==> config.mk <==
export PLATFORM = sky130hd
export DESIGN_NAME = data_mem_ctrl_flat
export DESIGN_NICKNAME = d
export VERILOG_FILES = /design/src/rtl/cpe_pkg.sv /design/src/rtl/data_mem_ctrl_if.sv /design/src/rtl/lsu_align.sv /design/src/rtl/data_mem_ctrl.sv /design/src/flat_wrapper.sv
export SDC_FILE = /design/constraint.sdc
export NUM_CORES = 1
export LEC_CHECK = 0
export CORE_MARGIN = 4
export CORE_UTILIZATION = 40
export CTS_CLUSTER_SIZE = 8
export DETAILED_ROUTE_END_ITERATION = 8
export GPL_TIMING_DRIVEN = 0
export PLACE_DENSITY = 0.73
export SLEW_MARGIN = 30
export SYNTH_ARGS = -nofsm -noshare
export SYNTH_HDL_FRONTEND = slang
export SYNTH_SLANG_ARGS = --single-unit
==> constraint.sdc <==
create_clock -name clk_w_i -period 3.1 [get_ports clk_w_i]
set_input_delay 0.62 -clock clk_w_i [delete_from_list [all_inputs] [get_ports clk_w_i]]
set_output_delay 0.62 -clock clk_w_i [all_outputs]
set_load 0.005 [all_outputs]
==> src/rtl/cpe_pkg.sv <==
// Shared definitions for the data-memory load/store unit.
//   BUS_W    : data bus width
//   F3_*     : funct3 encodings for load/store size and sign
//   state_e  : controller FSM state encoding
package cpe_pkg;

  localparam int unsigned BUS_W = 32;

  localparam logic [2:0] F3_B  = 3'b000;
  localparam logic [2:0] F3_H  = 3'b001;
  localparam logic [2:0] F3_W  = 3'b010;
  localparam logic [2:0] F3_BU = 3'b100;
  localparam logic [2:0] F3_HU = 3'b101;

  typedef enum logic [1:0] {
    StIdle = 2'd0,
    StBus  = 2'd1,
    StDone = 2'd2
  } state_e;

endpackage

==> src/rtl/data_mem_ctrl_if.sv <==
// Registered valid/ready data bus between the load/store unit and a memory slave.
//   bus_addr_w_o    : word-aligned address
//   bus_wdata_w_o   : lane-replicated store data
//   bus_be_w_o      : byte enables
//   bus_we_w_o_h    : 1 = write
//   bus_valid_w_o_h : request valid
//   bus_ready_w_i_h : slave accept/complete, read data valid in the same cycle
//   bus_rdata_w_i   : read data
interface data_mem_ctrl_if;
  import cpe_pkg::*;

  logic [BUS_W-1:0] bus_addr_w_o;
  logic [BUS_W-1:0] bus_wdata_w_o;
  logic [3:0]       bus_be_w_o;
  logic             bus_we_w_o_h;
  logic             bus_valid_w_o_h;
  logic             bus_ready_w_i_h;
  logic [BUS_W-1:0] bus_rdata_w_i;

  modport master (
    output bus_addr_w_o,
    output bus_wdata_w_o,
    output bus_be_w_o,
    output bus_we_w_o_h,
    output bus_valid_w_o_h,
    input  bus_ready_w_i_h,
    input  bus_rdata_w_i
  );

  modport slave (
    input  bus_addr_w_o,
    input  bus_wdata_w_o,
    input  bus_be_w_o,
    input  bus_we_w_o_h,
    input  bus_valid_w_o_h,
    output bus_ready_w_i_h,
    output bus_rdata_w_i
  );

endinterface

==> src/rtl/lsu_align.sv <==
// Combinational alignment for the load/store unit.
//   funct3_i  : access size/sign
//   addr_lo_i : byte offset within the word
//   rd_i/wr_i : load/store request
//   st_data_i : store data from the core
//   rdata_i   : read data from the bus
//   be_o      : byte enables (all ones for loads)
//   wdata_o   : store data replicated across lanes
//   ld_data_o : extracted and extended load data
//   illegal_o : access must not be issued
module lsu_align
  import cpe_pkg::*;
(
  input  logic [2:0]       funct3_i,
  input  logic [1:0]       addr_lo_i,
  input  logic             rd_i,
  input  logic             wr_i,
  input  logic [BUS_W-1:0] st_data_i,
  input  logic [BUS_W-1:0] rdata_i,
  output logic [3:0]       be_o,
  output logic [BUS_W-1:0] wdata_o,
  output logic [BUS_W-1:0] ld_data_o,
  output logic             illegal_o
);

  logic       size_h;
  logic       size_w;
  logic       ld_ok;
  logic       st_ok;
  logic [7:0] byte_lane;
  logic [15:0] half_lane;

  always_comb begin
    size_h = (funct3_i[1:0] == 2'b01);
    size_w = (funct3_i[1:0] == 2'b10);
    ld_ok  = funct3_i inside {F3_B, F3_H, F3_W, F3_BU, F3_HU};
    st_ok  = funct3_i inside {F3_B, F3_H, F3_W};

    illegal_o = (rd_i & wr_i) | (rd_i & ~ld_ok) | (wr_i & ~st_ok) |
                (size_h & addr_lo_i[0]) | (size_w & (|addr_lo_i));
  end

  always_comb begin
    be_o    = 4'b1111;
    wdata_o = st_data_i;
    if (wr_i) begin
      unique case (funct3_i[1:0])
        2'b00: begin
          be_o    = 4'b0001 << addr_lo_i;
          wdata_o = {4{st_data_i[7:0]}};
        end
        2'b01: begin
          be_o    = 4'b0011 << {addr_lo_i[1], 1'b0};
          wdata_o = {2{st_data_i[15:0]}};
        end
        default: begin
          be_o    = 4'b1111;
          wdata_o = st_data_i;
        end
      endcase
    end
  end

  always_comb begin
    unique case (addr_lo_i)
      2'd0:    byte_lane = rdata_i[7:0];
      2'd1:    byte_lane = rdata_i[15:8];
      2'd2:    byte_lane = rdata_i[23:16];
      default: byte_lane = rdata_i[31:24];
    endcase
    half_lane = addr_lo_i[1] ? rdata_i[31:16] : rdata_i[15:0];

    unique case (funct3_i)
      F3_B:    ld_data_o = {{24{byte_lane[7]}}, byte_lane};
      F3_BU:   ld_data_o = {24'h0, byte_lane};
      F3_H:    ld_data_o = {{16{half_lane[15]}}, half_lane};
      F3_HU:   ld_data_o = {16'h0, half_lane};
      default: ld_data_o = rdata_i;
    endcase
  end

endmodule

==> src/rtl/data_mem_ctrl.sv <==
// Load/store unit between the core data-memory port and a valid/ready data bus.
//   clk_w_i, res_w_i_l       : clock, async active-low reset
//   mem_addr_w_i, mem_data_w_i, mem_wr_w_i_h, mem_rd_w_i_h, funct_3_w_i : core request
//   rd_data_w_o              : extended load data, valid in DONE and held after
//   stall_w_o_h              : freezes the core while an access is in flight
//   misalign_w_o_h           : one-cycle pulse for a misaligned/illegal access
//   bus_err_w_o_h            : one-cycle pulse for a bus timeout
//   bus                      : data bus master port
module data_mem_ctrl
  import cpe_pkg::*;
#(
  parameter int unsigned TIMEOUT_CYCLES = 255,
  parameter int unsigned CNT_W          = 8
) (
  input  logic                  clk_w_i,
  input  logic                  res_w_i_l,
  input  logic [BUS_W-1:0]      mem_addr_w_i,
  input  logic [BUS_W-1:0]      mem_data_w_i,
  input  logic                  mem_wr_w_i_h,
  input  logic                  mem_rd_w_i_h,
  input  logic [2:0]            funct_3_w_i,
  output logic [BUS_W-1:0]      rd_data_w_o,
  output logic                  stall_w_o_h,
  output logic                  misalign_w_o_h,
  output logic                  bus_err_w_o_h,
  data_mem_ctrl_if.master       bus
);

  localparam logic [CNT_W-1:0] CntLast = CNT_W'(TIMEOUT_CYCLES - 1);

  state_e           state_q;
  logic [CNT_W-1:0] cnt_q;
  logic [2:0]       f3_q;
  logic [1:0]       off_q;
  logic [BUS_W-1:0] addr_q;
  logic [BUS_W-1:0] wdata_q;
  logic [3:0]       be_q;
  logic             we_q;
  logic             valid_q;
  logic [BUS_W-1:0] rd_data_q;
  logic             misalign_q;
  logic             bus_err_q;

  logic             req;
  logic             in_idle;
  logic [2:0]       al_funct3;
  logic [1:0]       al_addr_lo;
  logic             al_rd;
  logic             al_wr;
  logic [3:0]       al_be;
  logic [BUS_W-1:0] al_wdata;
  logic [BUS_W-1:0] al_ld_data;
  logic             al_illegal;

  assign req     = mem_rd_w_i_h | mem_wr_w_i_h;
  assign in_idle = (state_q == StIdle);

  // The aligner sees the live request in IDLE and the captured access afterwards,
  // so load extraction does not depend on the core holding its inputs.
  assign al_funct3  = in_idle ? funct_3_w_i       : f3_q;
  assign al_addr_lo = in_idle ? mem_addr_w_i[1:0] : off_q;
  assign al_rd      = in_idle ? mem_rd_w_i_h      : ~we_q;
  assign al_wr      = in_idle ? mem_wr_w_i_h      : we_q;

  lsu_align u_lsu_align (
    .funct3_i  (al_funct3),
    .addr_lo_i (al_addr_lo),
    .rd_i      (al_rd),
    .wr_i      (al_wr),
    .st_data_i (mem_data_w_i),
    .rdata_i   (bus.bus_rdata_w_i),
    .be_o      (al_be),
    .wdata_o   (al_wdata),
    .ld_data_o (al_ld_data),
    .illegal_o (al_illegal)
  );

  always_ff @(posedge clk_w_i or negedge res_w_i_l) begin
    if (!res_w_i_l) begin
      state_q    <= StIdle;
      cnt_q      <= '0;
      f3_q       <= '0;
      off_q      <= '0;
      addr_q     <= '0;
      wdata_q    <= '0;
      be_q       <= '0;
      we_q       <= 1'b0;
      valid_q    <= 1'b0;
      rd_data_q  <= '0;
      misalign_q <= 1'b0;
      bus_err_q  <= 1'b0;
    end else begin
      misalign_q <= 1'b0;
      bus_err_q  <= 1'b0;
      unique case (state_q)
        StIdle: begin
          if (req) begin
            if (al_illegal) begin
              state_q    <= StDone;
              misalign_q <= 1'b1;
              rd_data_q  <= '0;
            end else begin
              state_q <= StBus;
              valid_q <= 1'b1;
              we_q    <= mem_wr_w_i_h;
              be_q    <= al_be;
              addr_q  <= {mem_addr_w_i[BUS_W-1:2], 2'b00};
              wdata_q <= mem_wr_w_i_h ? al_wdata : '0;
              f3_q    <= funct_3_w_i;
              off_q   <= mem_addr_w_i[1:0];
              cnt_q   <= '0;
            end
          end
        end
        StBus: begin
          // Ready wins over an expiring timeout in the same cycle.
          if (bus.bus_ready_w_i_h) begin
            valid_q   <= 1'b0;
            rd_data_q <= we_q ? '0 : al_ld_data;
            state_q   <= StDone;
          end else if ((TIMEOUT_CYCLES != 0) && (cnt_q == CntLast)) begin
            valid_q   <= 1'b0;
            rd_data_q <= '0;
            bus_err_q <= 1'b1;
            state_q   <= StDone;
          end else begin
            cnt_q <= cnt_q + 1'b1;
          end
        end
        StDone: begin
          state_q <= StIdle;
        end
        default: begin
          state_q <= StIdle;
        end
      endcase
    end
  end

  // Gated by reset so an abandoned access releases the core immediately.
  assign stall_w_o_h = res_w_i_l & ((in_idle & req) | (state_q == StBus));

  assign rd_data_w_o     = rd_data_q;
  assign misalign_w_o_h  = misalign_q;
  assign bus_err_w_o_h   = bus_err_q;

  assign bus.bus_addr_w_o    = addr_q;
  assign bus.bus_wdata_w_o   = wdata_q;
  assign bus.bus_be_w_o      = be_q;
  assign bus.bus_we_w_o_h    = we_q;
  assign bus.bus_valid_w_o_h = valid_q;

endmodule

==> src/flat_wrapper.sv <==
// flat-port wrapper written by rule: the top's interface ports become plain ports
module data_mem_ctrl_flat import cpe_pkg::*;
#(
  parameter int unsigned TIMEOUT_CYCLES = 255,
  parameter int unsigned CNT_W          = 8
)
  (clk_w_i, res_w_i_l, mem_addr_w_i, mem_data_w_i, mem_wr_w_i_h, mem_rd_w_i_h, funct_3_w_i, rd_data_w_o, stall_w_o_h, misalign_w_o_h, bus_err_w_o_h, bus_bus_addr_w_o, bus_bus_wdata_w_o, bus_bus_be_w_o, bus_bus_we_w_o_h, bus_bus_valid_w_o_h, bus_bus_ready_w_i_h, bus_bus_rdata_w_i);
  data_mem_ctrl_if bus_i ();
  input  logic clk_w_i;
  input  logic res_w_i_l;
  input  logic [BUS_W-1:0] mem_addr_w_i;
  input  logic [BUS_W-1:0] mem_data_w_i;
  input  logic mem_wr_w_i_h;
  input  logic mem_rd_w_i_h;
  input  logic [2:0] funct_3_w_i;
  output logic [BUS_W-1:0] rd_data_w_o;
  output logic stall_w_o_h;
  output logic misalign_w_o_h;
  output logic bus_err_w_o_h;
  output wire logic [$bits(bus_i.bus_addr_w_o)-1:0] bus_bus_addr_w_o;
  output wire logic [$bits(bus_i.bus_wdata_w_o)-1:0] bus_bus_wdata_w_o;
  output wire logic [$bits(bus_i.bus_be_w_o)-1:0] bus_bus_be_w_o;
  output wire logic [$bits(bus_i.bus_we_w_o_h)-1:0] bus_bus_we_w_o_h;
  output wire logic [$bits(bus_i.bus_valid_w_o_h)-1:0] bus_bus_valid_w_o_h;
  input wire logic [$bits(bus_i.bus_ready_w_i_h)-1:0] bus_bus_ready_w_i_h;
  input wire logic [$bits(bus_i.bus_rdata_w_i)-1:0] bus_bus_rdata_w_i;
  assign bus_bus_addr_w_o = bus_i.bus_addr_w_o;
  assign bus_bus_wdata_w_o = bus_i.bus_wdata_w_o;
  assign bus_bus_be_w_o = bus_i.bus_be_w_o;
  assign bus_bus_we_w_o_h = bus_i.bus_we_w_o_h;
  assign bus_bus_valid_w_o_h = bus_i.bus_valid_w_o_h;
  assign bus_i.bus_ready_w_i_h = bus_bus_ready_w_i_h;
  assign bus_i.bus_rdata_w_i = bus_bus_rdata_w_i;
  data_mem_ctrl #(.TIMEOUT_CYCLES(TIMEOUT_CYCLES), .CNT_W(CNT_W)) u_core (.clk_w_i(clk_w_i), .res_w_i_l(res_w_i_l), .mem_addr_w_i(mem_addr_w_i), .mem_data_w_i(mem_data_w_i), .mem_wr_w_i_h(mem_wr_w_i_h), .mem_rd_w_i_h(mem_rd_w_i_h), .funct_3_w_i(funct_3_w_i), .rd_data_w_o(rd_data_w_o), .stall_w_o_h(stall_w_o_h), .misalign_w_o_h(misalign_w_o_h), .bus_err_w_o_h(bus_err_w_o_h), .bus(bus_i));
endmodule
==> run metrics <==
Synth Cell Area=5610 um^2; router iterations before antenna repair=6; post-route ant nets=0; IO Pins=209; min Tclk post-route=2.86 ns; Most used DFF post-synth=dfrtp_1; Avg Cell Area, Syn=9.46 um^2; vias in the first global route=5580; combinational fraction of design power=44.5%; Starting Density=40.6%; f_max=350 MHz; via/cell ratio=5.37; GR Util All Layers=23.0%; worst r2r dst=u_core.rd_data_w_o[12]; part of the power in registers=31.4%; skew final=0.00852 ns; register-to-register path setup slack=0.36 ns; static leakage power=3.77 nW; EDFF count, synth=0; Worst VDD drop=0.375 mV; Crit. End Element=register; DIE HEIGHT=126 um; RSZ-0062 raised after global routing=false; Slew Viols, Final=0; largest net degree at the start of global routing=62; clk_lat worst skew=0.41 ns; number of buffers added on ports=205; nets=925; Worst Path Arrival=3.20 ns; family with the most delay on the worst path=compound AO/OA/AOI/OAI gates; gr ovfl total=0; Num CTS Buffers=17; worst r2r src=u_core.state_q[1]; CP Class=in2reg; sw power=2.86 mW; overall routed net length=18.2 mm; Tightest Hold Check Type=in2async; Synth cell types=56; CP max FO=10; CTS Hold Bufs=0; Clock transition at path regs=0.05 ns; core area=13800 um^2; Max Cap Viol=0; Final Cycle Share=92.2%; largest area contributor in the netlist=dfrtp_1; Seq cells post-synth=117; Critical Path Slowest Stage Cell=o311ai_2; Rows=43; relative slew slack=49.2%; wire length per cell=18.0 um; DRC=0; run status=finished clean; Ys Warns=0; Seq/Total Area, Yosys=52.2%; CTS tree=yes; setup bufs post-CTS=0; Gate Count Post-Synth=593; Final Non-Filler Cells=1012; Ant. Diodes=0; DIE WIDTH=126 um; Worst Reg-to-Reg Cells=7; clock network power share=24.0%; H-tree lvl count=4; FFs w/ async S/R, synth=100%; gpl congestion=0.890; Root Buffer=clkbuf_16; # placed instances=980; Crit path required time=3.45 ns; CP Cell Sequence=clkdlybuf4s50_1, a21o_1, buf_2, o2111ai_4, nand2_2, o311ai_2, buf_4, a221o_1; setup tns final=0 ns; switching share of power=35.9%; CP max stage delay=0.71 ns; Num Clock Sinks=117; post-cts sizing count=0; Fin. Hold Viols=0; pwr/cell area=935 nW/um^2; synth top area cells=dfrtp_1 52%, nand2_1 11%, mux2i_1 4.3%, o2bb2ai_1 3.7%, o21ai_0 2.9%; Clock Path Buffers=2; internal power=5.10 mW; first-pass GRT wire length=29.4 mm; initial antenna violation count=1; final-report setup violation count=0; crit start category=input port; Area Growth Syn to Fin=51.6%; buffers and inverters on the worst path=3; Least-Margin Pin Slew=0.757 ns; share of cells above drive strength 1=8.29%; Vias=5435; die area=16000 um^2; post-synth top area share=52.2%; DP HPWL=13.4 mm; DR iter-0 viols=448
routing by layer:
metal | up-vias | track usage (%) | share of wire (%)
met5 | - | 0 | 0.071
met4 | 2 | 6.62 | 1.4
met3 | 25 | 8.72 | 9.4
met2 | 265 | 35.6 | 46
met1 | 2593 | 30.3 | 43
li1 | 2550 | - | -
Yosys cell counts (all sizes together) (2+ instances only):
cell type / number
nand3: 12
a21oi: 10
a22o: 15
a221oi: 3
nor3b: 2
nor3: 12
a221o: 8
nand3b: 4
o2bb2ai: 24
clkbuf: 16
dfrtp: 117
and2: 3
mux2i: 24
a2111o: 4
nand4: 4
nor4: 3
o31ai: 4
inv: 8
o21ai: 53
o21a: 2
mux2: 8
a31oi: 7
nand2: 168
nor2: 38
buf: 21
ha: 2
cells by family after synthesis:
logic type / synth area share [%]
AO/OA/AOI/OAI: 18.3
adder cells (fa/ha/maj): 0.446
buffers and inverters: 3.83
flip-flops: 52.2
multiplexers: 5.89
other: 0.0668
AND/OR/NAND/NOR: 19.3
cell usage in the layout (no fill, tap or decap), drive strengths merged, types with 8 or more instances in the layout:
cell type      Yosys  final
buf               21     23
nand2            168    168
a22o              15     15
nor3              12     12
mux2               8      8
o21ai             53     53
clkbuf            16     36
a221o              8      8
mux2i             24     24
inv                8      9
o2bb2ai           24     24
dfrtp            117    117
nand3             12     12
nor2              38     38
clkdlybuf4s50      0    204
a21oi             10     10
power by group through the flow:
| stage | Sequential, mW | Combinational, mW | Clock, mW |
|---|---|---|---|
| global route | 2.57 | 3.89 | 2.02 |
| CTS | 2.50 | 3.56 | 1.94 |
| detailed placement | 2.52 | 3.53 | 0 |
| floorplan | 2.49 | 1.73 | 0 |
| finish | 2.50 | 3.54 | 1.91 |
| global placement | 2.49 | 3.46 | 0 |
sequential cells by signal, indices dropped and copies added (netlist names):
name / count
u_core.bus.bus_we_w_o_h: 1
u_core.bus.bus_be_w_o: 4
u_core.bus.bus_addr_w_o: 30
u_core.state_q: 2
u_core.misalign_w_o_h: 1
u_core.bus.bus_wdata_w_o: 32
u_core.cnt_q: 8
u_core.bus.bus_valid_w_o_h: 1
u_core.rd_data_w_o: 32
u_core.f3_q: 3
u_core.off_q: 2
u_core.bus_err_w_o_h: 1
layout make-up:
| class | instances | area [um^2] |
|---|---|---|
| fill | 1115 | 5320 |
| sequential | 117 | 2930 |
| multi-input combinational | 432 | 2480 |
| timing repair buffer | 206 | 2080 |
| clock buffer | 20 | 447 |
| tap | 180 | 225 |
| buffer | 37 | 185 |
| clock inverter | 12 | 130 |
| inverter | 8 | 30.0 |
stage by stage:
stage / hold WS (ns) / area (um^2) / power (mW) / utilization [%] / worst slack [ns]
after floorplan: 0.324 / 5620 / 4.22 / - / 0.922
after global placement: 0.457 / 7890 / 5.95 / 57.1 / -3.40
after detailed placement: 0.466 / 7930 / 6.05 / 57.4 / -0.102
after CTS: 0.130 / 8510 / 8.00 / 61.5 / 0.277
after global routing: 0.135 / 8510 / 8.48 / 61.5 / 0.117
final: 0.112 / 8510 / 7.96 / 61.5 / 0.242
worst max-delay path by stage:
stage,end,cells after the start,from
floorplan,u_core.rd_data_w_o[22],7,mem_addr_w_i[0]
global placement,stall_w_o_h,3,res_w_i_l
detailed placement,u_core.rd_data_w_o[29],8,funct_3_w_i[0]
CTS,u_core.rd_data_w_o[12],8,funct_3_w_i[0]
global route,u_core.cnt_q[7],8,funct_3_w_i[0]
finish,u_core.rd_data_w_o[12],8,funct_3_w_i[0]
Note: power is estimated with default switching activity, not from simulation.
